[config.mk]
export PLATFORM = sky130hd
export DESIGN_NAME = rr_arbiter
export DESIGN_NICKNAME = d
export VERILOG_FILES = /design/src/rtl/rr_arbiter.sv
export SDC_FILE = /design/constraint.sdc
export NUM_CORES = 1
export LEC_CHECK = 0
export ABC_AREA = 0
export BUFFER_PORTS_ARGS = -buffer_cell sky130_fd_sc_hd__buf_2
export CAP_MARGIN = 30
export CORE_MARGIN = 8
export CORE_UTILIZATION = 40
export DETAILED_ROUTE_END_ITERATION = 7
export GPL_ROUTABILITY_DRIVEN = 0
export PLACE_DENSITY = 0.61
export SLEW_MARGIN = 5
export SYNTH_ARGS = -nofsm -noshare
export SYNTH_HDL_FRONTEND = slang
export SYNTH_SLANG_ARGS = --single-unit
[constraint.sdc]
create_clock -name clk -period 1.9 [get_ports clk]
set_clock_uncertainty 0.05 [all_clocks]
set_input_delay 0.285 -clock clk [delete_from_list [all_inputs] [get_ports clk]]
set_output_delay 0.285 -clock clk [all_outputs]
set_load 0.1 [all_outputs]
[src/rtl/rr_arbiter.sv]
// Round-robin arbiter: registered one-hot grant to one of N requesters, held until
// done, request drop, or MAX_HOLD cycles, with a one-cycle idle bubble between owners.
module rr_arbiter #(
    parameter int N        = 4,
    parameter int MAX_HOLD = 8,
    parameter int IDW      = 2
) (
    input  logic           clk,
    input  logic           rst_n,
    input  logic [N-1:0]   req,
    input  logic [N-1:0]   done,
    output logic [N-1:0]   gnt,
    output logic [IDW-1:0] gnt_id,
    output logic           busy,
    output logic           timeout
);

    typedef enum logic {S_IDLE, S_GRANT} state_t;

    state_t         r_state, w_state_nx;
    logic [N-1:0]   r_gnt, w_gnt_nx;
    logic [IDW-1:0] r_id, w_id_nx;
    logic [IDW-1:0] r_ptr, w_ptr_nx;
    logic [7:0]     r_cnt, w_cnt_nx;
    logic           r_to, w_to_nx;

    logic [2*N-1:0] w_req2;
    logic [N-1:0]   w_rot;
    logic           w_found;
    logic [IDW-1:0] w_win;

    // Rotate so bit 0 of w_rot is requester (ptr+1) mod N; the doubled vector handles wrap.
    assign w_req2 = {req, req};
    assign w_rot  = N'(w_req2 >> (r_ptr + 1'b1));

    always_comb begin
        w_found = 1'b0;
        w_win   = '0;
        for (int j = 0; j < N; j++) begin
            if (!w_found && w_rot[j]) begin
                w_found = 1'b1;
                w_win   = IDW'((32'(r_ptr) + 1 + j) % N);
            end
        end
    end

    always_comb begin
        w_state_nx = r_state;
        w_gnt_nx   = r_gnt;
        w_id_nx    = r_id;
        w_ptr_nx   = r_ptr;
        w_cnt_nx   = r_cnt;
        w_to_nx    = 1'b0;
        case (r_state)
            S_IDLE: begin
                w_gnt_nx = '0;
                if (w_found) begin
                    w_state_nx = S_GRANT;
                    w_gnt_nx   = N'(1) << w_win;
                    w_id_nx    = w_win;
                    w_ptr_nx   = w_win;
                    w_cnt_nx   = 8'd1;
                end
            end
            S_GRANT: begin
                // A normal release wins over the budget, so done on the last cycle is not a timeout.
                if (done[r_id] || !req[r_id]) begin
                    w_state_nx = S_IDLE;
                    w_gnt_nx   = '0;
                end else if (r_cnt == 8'(MAX_HOLD)) begin
                    w_state_nx = S_IDLE;
                    w_gnt_nx   = '0;
                    w_to_nx    = 1'b1;
                end else begin
                    w_cnt_nx = r_cnt + 8'd1;
                end
            end
            default: begin
                w_state_nx = S_IDLE;
                w_gnt_nx   = '0;
            end
        endcase
    end

    always_ff @(posedge clk or negedge rst_n) begin
        if (!rst_n) begin
            r_state <= S_IDLE;
            r_gnt   <= '0;
            r_id    <= '0;
            r_ptr   <= IDW'(N - 1);
            r_cnt   <= '0;
            r_to    <= 1'b0;
        end else begin
            r_state <= w_state_nx;
            r_gnt   <= w_gnt_nx;
            r_id    <= w_id_nx;
            r_ptr   <= w_ptr_nx;
            r_cnt   <= w_cnt_nx;
            r_to    <= w_to_nx;
        end
    end

    assign gnt     = r_gnt;
    assign gnt_id  = r_id;
    assign busy    = (r_state == S_GRANT);
    assign timeout = r_to;

endmodule

# ---- Word level (Yosys, flattened, before mapping)
# Index checks and enable logic that the tools add are counted.
dict set report word_totals {
  register_bits 18
  out_inout_bits 8
  inputBits 10
}
dict set report op_classes {
  shift 2
  bitwise_logic 1
  order_cmp 1
  n_reduce_logical 10
  mux 27
  eq_ne 5
  addsub 6
}
# op n
set ops {}
lappend ops {{$mux 8} 3}
lappend ops {{$pmux 8 s2} 1}
lappend ops {{$mux 1} 12}
lappend ops {{$mux 4} 3}
lappend ops {{$add 8x1->8 const B} 1}
lappend ops {{$eq 8x4->1 const B} 1}
lappend ops {{$mux 2} 4}
lappend ops {{$pmux 4 s2} 1}
lappend ops {{$shr 8x2->4} 1}
lappend ops {{$add 2x1->2 const B} 3}
lappend ops {{$ne 2x2->1 const B} 3}
lappend ops {{$add 2x2->2 const B} 2}
lappend ops {{$bmux 1 s2} 2}
lappend ops {{$logic_not 1->1} 4}
lappend ops {{$shl 1x2->4 const A} 1}
lappend ops {{$logic_and 1x1->1} 3}
lappend ops {{$lt 2x3->1 const B} 1}
lappend ops {{$ne 3x1->1 const B} 1}
lappend ops {{$reduce_and 3->1} 1}
lappend ops {{$pmux 1 s2} 1}
lappend ops {{$reduce_and 2->1} 1}
lappend ops {{$logic_or 1x1->1} 1}
lappend ops {{$not 1->1} 1}

# ---- Logic depth before layout (Yosys ltp)
# Gate-level depths: netlist (run 1).
dict set report depth {
  word_depth 15
  ltp_mapped 6
  depth_no_buf 6
}

# ---- Worst setup path before layout (run 1)
# No wires, ideal clock.
dict set report synth_timing {
  kind {register to register}
  start {reg r_id[1], in the netlist gnt_id[1]}
  end {reg r_cnt[3]}
  path_stages_with_launch 5
  period_less_slack_ns 2.366
  path_buffers 1
  setup_ns 0.140
  slack_ns -0.466
  arrival_ns 2.176
  required_ns 1.710
  path_cell_list {dfrtp_1 > mux4_2 > buf_2 > o311ai_0 > o41ai_1}
}
dict set report synth_via {
  elab_chain_len 6
}
# item line
set synth_lines {}
lappend synth_lines {{start: declaration} 22} ;# logic [IDW-1:0] r_id, w_id_nx;
lappend synth_lines {{start signal: assignment} 96} ;# r_id <= w_id_nx;
lappend synth_lines {{$bmux 1 s2} 67} ;# if (done[r_id] || !req[r_id]) begin
lappend synth_lines {{$mux 1 (not written as such)} 67}
lappend synth_lines {{$logic_not 1->1} 67}
lappend synth_lines {{$logic_or 1x1->1 (*)} 67}
lappend synth_lines {{$ne 2x2->1 (no source line) (*)} n/a}
lappend synth_lines {{$reduce_and 3->1 (no source line) (*)} n/a}
lappend synth_lines {{end signal: assignment} 98} ;# r_cnt <= w_cnt_nx;
lappend synth_lines {{end: declaration} 24} ;# logic [7:0] r_cnt, w_cnt_nx;
# Mark *: on every way between the ends. The rest lies on a longest branch, timed or not. The select of a mux whose other input is x is not followed.
# A chain may end at the register's enable or synchronous reset.

# ---- Final worst setup path (run 1)
dict set report layout_timing {
  start {reg r_id[1], in the netlist gnt_id[1]}
  end {reg r_cnt[5]}
}
# Same word-level chain as after synthesis.

==> results of run 1 <==
==> repair_timing <==
item / in CTS / in global routing
resized for setup: 0 / 1
hold buffers: 1 / 0
endpoints found under the hold margin: 16 / 0
setup endpoints to repair: 0 / 1
==> critical path, cell delays in order, from the launching register on <==
cell and delay (ns):
dfrtp_4 0.46, mux4_2 0.63, or4_1 0.50, nand2_1 0.07
==> cell type report <==
cell class	instances	area (um2)	share of cell area
clock buffers	4	36.3	0.0298
inverters	3	11.3	0.00925
well taps	30	37.5	0.0308
repair buffers	20	110	0.0904
multi-input cells	79	561	0.460
flip-flops and latches	18	462	0.379
==> layout by cell type (no fill, tap or decap), types with 3 or more instances in the layout <==
master,instances
nand2_1,8
buf_2,17
nor2b_1,5
inv_1,3
nand2b_1,5
or4_1,3
a21oi_1,4
nand3_1,3
clkbuf_4,3
o31ai_1,3
nor2_1,7
o21ai_0,6
dfrtp_1,13
==> state kept, by name (all words and copies together) (netlist names) <==
register and flops:
r_cnt 8, gnt 4, gnt_id 2, r_ptr 2, busy 1, timeout 1
==> power breakdown <==
group,switching (W),internal [W]
sequential,0.000141,0.000524
clock,0.000121,0.000117
combinational,0.000802,0.000264
==> metal layers <==
metal / wire, um / up-vias / share of wire / GRT usage
met5: 0 / - / 0 / 0
met4: 46 / 0 / 0.020 / 0.0640
met3: 89 / 6 / 0.039 / 0.0436
met2: 1080 / 15 / 0.47 / 0.168
met1: 1080 / 409 / 0.47 / 0.142
li1: - / 429 / - / -
==> kinds of logic after synthesis <==
kind of cell,Yosys count,share of synthesized area
flip-flops,18,0.440
multiplexers,4,0.0633
buffers and inverters,7,0.0268
adder cells (fa/ha/maj),2,0.0243
AO/OA/AOI/OAI,30,0.214
AND/OR/NAND/NOR,43,0.231
==> worst max-delay path by stage <==
stage               end  cells after the start      start  slack (ns)
6_report       r_cnt[5]                      3  gnt_id[1]        0.13
4_1_cts          gnt[2]                      4   r_cnt[4]        0.11
3_3_place_gp     gnt[0]                      4   r_cnt[4]        0.12
3_5_place_dp   r_cnt[5]                      5    done[3]        0.10
2_1_floorplan  r_cnt[6]                      4  gnt_id[1]       -0.03
5_1_grt        r_cnt[7]                      3  gnt_id[1]        0.07
==> per-stage QoR <==
| step | hold slack [ns] | setup slack (ns) |
|---|---|---|
| 2_1_floorplan | -0.0606 | -0.0328 |
| 3_3_place_gp | 0.182 | 0.124 |
| 3_5_place_dp | 0.183 | 0.101 |
| 4_1_cts | 0.390 | 0.112 |
| 5_1_grt | 0.394 | 0.0726 |
| 6_report | 0.377 | 0.132 |
==> flow_summary_export.csv, run 1 <==
group,metric,value,unit
placement,place_inst,149,
critical_path,critical_path_peak_fanout,12,
logic_synthesis,syn_area_per_cell,9.89,um2
logic_synthesis,synth_seq_cells,18,
timing,max_slew.worst_pin.slew,0.488,ns
logic_synthesis,yosysTopAreaCellShare,0.389,
final_layout,drive_above_1_share,0.282,
clocking,clk_path_buf_depth,2,
timing,finalSetupTns,0,ns
logic_synthesis,synth.most_common_cell,"dfrtp_1",
grt,grt_max_degree,19,
clocking,path_clk_slew,0.11,ns
logic_synthesis,synth_largest_area_cell,"dfrtp_1",
detailed_routing,finalWirelength,2.30,mm
logic_synthesis,ys_seq_area_frac,0.440,
pwr,power.leakage,0.532,nW
timing,slew-limit-headroom,0.677,
timing,rsz0062_at_grt,"false",
logic_synthesis,yosys_warnings,0,
clocking,htreeDepth,1,
critical_path,start_kind,"flop",
final_layout,area_growth,18.4,%
die,fp.dieH,66.7,um
logic_synthesis,syn_area,0.00103,mm2
pwr,p_per_area,1620,mW/mm2
critical_path,reg2reg_depth,3,
timing,final-hold-violation-count,0,
final_layout,layout.nets,137,
detailed_routing,wire_per_inst,14.9,um
logic_synthesis,synth_edf_count,0,
timing,setup_viol_count_final,0,
grt,overflow,0,
grt,grt_pass1_wl,3.93,mm
pwr,power.total,0.00197,W
flow_run,drv_cap,0,
critical_path,rr_endpoint,"r_cnt[5]",
clocking,numCtsBuffers,3,
clocking,cts_tree,"built",
logic_synthesis,syn_inst,104,
die,core,0.00245,mm2
placement,hpwl,1.75,mm
timing,final_max_slew_viol_count,0,
die,dieArea,0.00445,mm2
timing,fin_crit,1.77,ns
pwr,vdd_drop_max,1220,uV
logic_synthesis,yosysUniqueCellTypes,39,
grt,track_usage,0.115,
die,start_util,0.419,
critical_path,crit_arrival,1.96,ns
detailed_routing,drc,0,
logic_synthesis,synth_nets,116,
grt,grt_pass1_vias,841,
critical_path,rrSetupSlack,0.13,ns
critical_path,crit_type,"flop to flop",
final_layout,utilization,0.496,
die,boundaryPins,18,
clocking,cts_root_buf,"clkbuf_4",
detailed_routing,postRouteAntennaNets,0,
detailed_routing,routed_via_density,5.58,
min_path,hp-class,"input port to async pin",
timing,max_freq,566,MHz
die,die_w,66.7,um
placement,io_buffers,17,
final_layout,n_antenna_cell,0,
final_layout,nFillCells,240,
logic_synthesis,synth_common_cells,"dfrtp_1 (16), nand2_1 (8), nor2_1 (7), o21ai_0 (7)",
grt,antenna_found_initial,0,
run_status,status,"completed",
logic_synthesis,async_flop_share,1.00,
logic_synthesis,synth.area.top_cells,"dfrtp_1 (39%), dfstp_2 (5.1%), mux4_2 (4.4%)",
final_layout,layout.cells.non_filler,154,
detailed_routing,drt_iter0_markers,28,
final_layout,stdcell_area,0.00122,mm2
placement,placed_cell_area,0.00117,mm2
detailed_routing,num_vias,859,
detailed_routing,drtPass1Iterations,4,
timing,finalCritPeriodShare,0.930,
critical_path,reg2reg_from,"gnt_id[1]",
clocking,post_cts_buffers,0,
clocking,clock_latency,0.30,ns
critical_path,end_kind,"flop",
critical_path,cp.required,2.09,ns
die,rows,18,
logic_synthesis,synth_ff_type,"dfrtp_1",
clocking,tritoncts_num_sinks,18,
(Power assumes the default switching activity.)
==> run 2, diff against run 1 <==
Settings changed: BUFFER_PORTS_ARGS -buffer_cell sky130_fd_sc_hd__buf_2 to unset, DONT_BUFFER_PORTS set to 1, PLACE_DENSITY 0.61 to 0.54.
==> run 2 against run 1 <==
Against the previous run:
- cell area decreased by 4.7%
- critical endpoint unchanged
- hold slack got worse by 0.091 ns
- core utilization decreased by 2.3 points
- sequential share of layout area increased by 1.9 points
- largest power group unchanged
- non-clock buffer count decreased by 12
==> flow_summary_export.csv, run 2 (synthesis gave the netlist of run 1 again) <==
group,metric,value,unit
die,die_w,66.7,um
grt,gr-usage-met1,0.147,
critical_path,cp.required,2.09,ns
detailed_routing,drt_iter0_markers,37,
timing,final-hold-violation-count,0,
final_layout,multiInputGateArea,561,um2
timing,final_max_slew_viol_count,0,
clocking,cts_tree,"built",
flow_run,drv_cap,0,
placement,hpwl,1.82,mm
min_path,hp-class,"input port to flop",
grt,track_usage,0.118,
critical_path,rr_endpoint,"r_cnt[5]",
final_layout,layout_common_cells,"dfrtp_1 (13), nand2_1 (8), nor2_1 (7), buf_4 (7), o21ai_0 (6)",
critical_path,reg2reg_from,"gnt_id[1]",
pwr,power.total,0.00192,W
final_layout,drive_above_1_share,0.196,
min_path,min_delay_worst_endpoint,"r_cnt[5]",
pwr,p_per_area,1660,mW/mm2
critical_path,crit_type,"flop to flop",
critical_path,start_kind,"flop",
critical_path,critPathSlowestCell,"mux4_2",
final_layout,largest_reg_flops,8,
critical_path,crit_chain,"mux4_2 -> or4_1 -> nand2_1",
detailed_routing,drtPass1Iterations,4,
critical_path,reg2reg_depth,3,
critical_path,path_buf_inv,0,
detailed_routing,drc,0,
clocking,path_clk_slew,0.11,ns
critical_path,critPathTopFamily,"multiplexers",
grt,grt_pass1_vias,848,
detailed_routing,wire_per_inst,16.3,um
critical_path,critical_path_peak_fanout,12,
critical_path,slowest_delay,0.62,ns
grt,grt_max_degree,19,
final_layout,layout.nets,125,
detailed_routing,finalWirelength,2.31,mm
timing,rsz0062_at_grt,"false",
final_layout,regMostFlops,"r_cnt",
critical_path,rrSetupSlack,0.14,ns
grt,grt-busiest-layer,"met2",
timing,fin_crit,1.76,ns
run_status,status,"completed",
pwr,power.leakage,0.477,nW
die,fp.dieH,66.7,um
grt,grt_pass1_wl,4.06,mm
final_layout,area_growth,12.8,%
die,start_util,0.419,
final_layout,final_common_cell,"dfrtp_1",
grt,overflow,0,
final_layout,stdcell_area,0.00116,mm2
clocking,post_cts_buffers,0,
die,rows,18,
grt,grtUsageMet2,0.184,
final_layout,nFillCells,248,
timing,max_slew.worst_pin.slew,0.905,ns
timing,finalCritPeriodShare,0.926,
detailed_routing,postRouteAntennaNets,0,
final_layout,utilization,0.472,
final_layout,regArea,462,um2
clocking,clk_path_buf_depth,2,
detailed_routing,routed_via_density,5.84,
grt,grt_use_met3,0.0369,
clocking,htreeDepth,1,
critical_path,crit_arrival,1.95,ns
detailed_routing,num_vias,829,
min_path,hp-start,"req[0]",
grt,antenna_found_initial,0,
critical_path,end_kind,"flop",
clocking,cts_root_buf,"clkbuf_4",
clocking,tritoncts_num_sinks,18,
placement,placed_cell_area,0.00112,mm2
timing,slew-limit-headroom,0.397,
clocking,numCtsBuffers,3,
placement,io_buffers,0,
timing,setup_viol_count_final,0,
final_layout,n_antenna_cell,0,
clocking,clock_latency,0.29,ns
die,dieArea,0.00445,mm2
pwr,vdd_drop_max,1210,uV
timing,max_freq,568,MHz
die,boundaryPins,18,
die,core,0.00245,mm2
min_path,min_delay_path_depth,4,
[run 2: changes by cell type in the layout (fill, tap and decap cells not counted), sizes merged]
cell	change
buf	-12
[run 2: power breakdown]
part           internal (W)  switching [W]  leakage, nW  total (W)
sequential         0.000521       0.000260        0.228   0.000781
clock             0.0000815       0.000116       0.0150   0.000197
combinational      0.000276       0.000670        0.234   0.000946
total              0.000879        0.00105        0.477    0.00192
[run 2: final cells by class]
| class | count | area share |
|---|---|---|
| Clock buffer | 4 | 0.0227 |
| Inverter | 3 | 0.00971 |
| Timing Repair Buffer | 8 | 0.0539 |
| Sequential cell | 18 | 0.398 |
| Multi-Input combinational cell | 79 | 0.483 |
| Tap cell | 30 | 0.0324 |
[run 2: layer usage]
metal / vias up / routed length (um)
met5: - / 0
met4: 0 / 15
met3: 2 / 167
met2: 18 / 1150
met1: 405 / 976
li1: 404 / -
[run 2: worst reg2reg max path, delay by kind of cell (launching register included)]
family | cells | cell delay, ns
DFF | 1 | 0.45
muxes | 1 | 0.62
and+or+nand+nor | 2 | 0.59
[run 2: worst max-delay path by stage]
stage,cells after the start,to,from
floorplan,4,r_cnt[6],gnt_id[1]
global placement,4,gnt[2],r_cnt[5]
detailed placement,4,gnt[0],r_cnt[5]
CTS,4,gnt[0],r_cnt[5]
global route,4,gnt[2],r_ptr[1]
finish,3,r_cnt[5],gnt_id[1]
[run 2: timing repair]
| item | in CTS | in global routing |
|---|---|---|
| gates resized for setup | 0 | 1 |
| endpoints found under the hold margin | 18 | 0 |
| hold buffers | 1 | 0 |
| setup endpoints to repair | 0 | 5 |
[run 2: per-stage QoR]
stage               setup TNS, ns  cells  worst slack, ns  hold WS, ns
floorplan                 -0.0328    104          -0.0328      -0.0606
global placement                0    137            0.171      -0.0599
detailed placement              0    137            0.102      -0.0599
CTS                             0    142           0.0812        0.285
global route                    0    142           0.0415        0.328
finish                          0    142            0.140        0.286
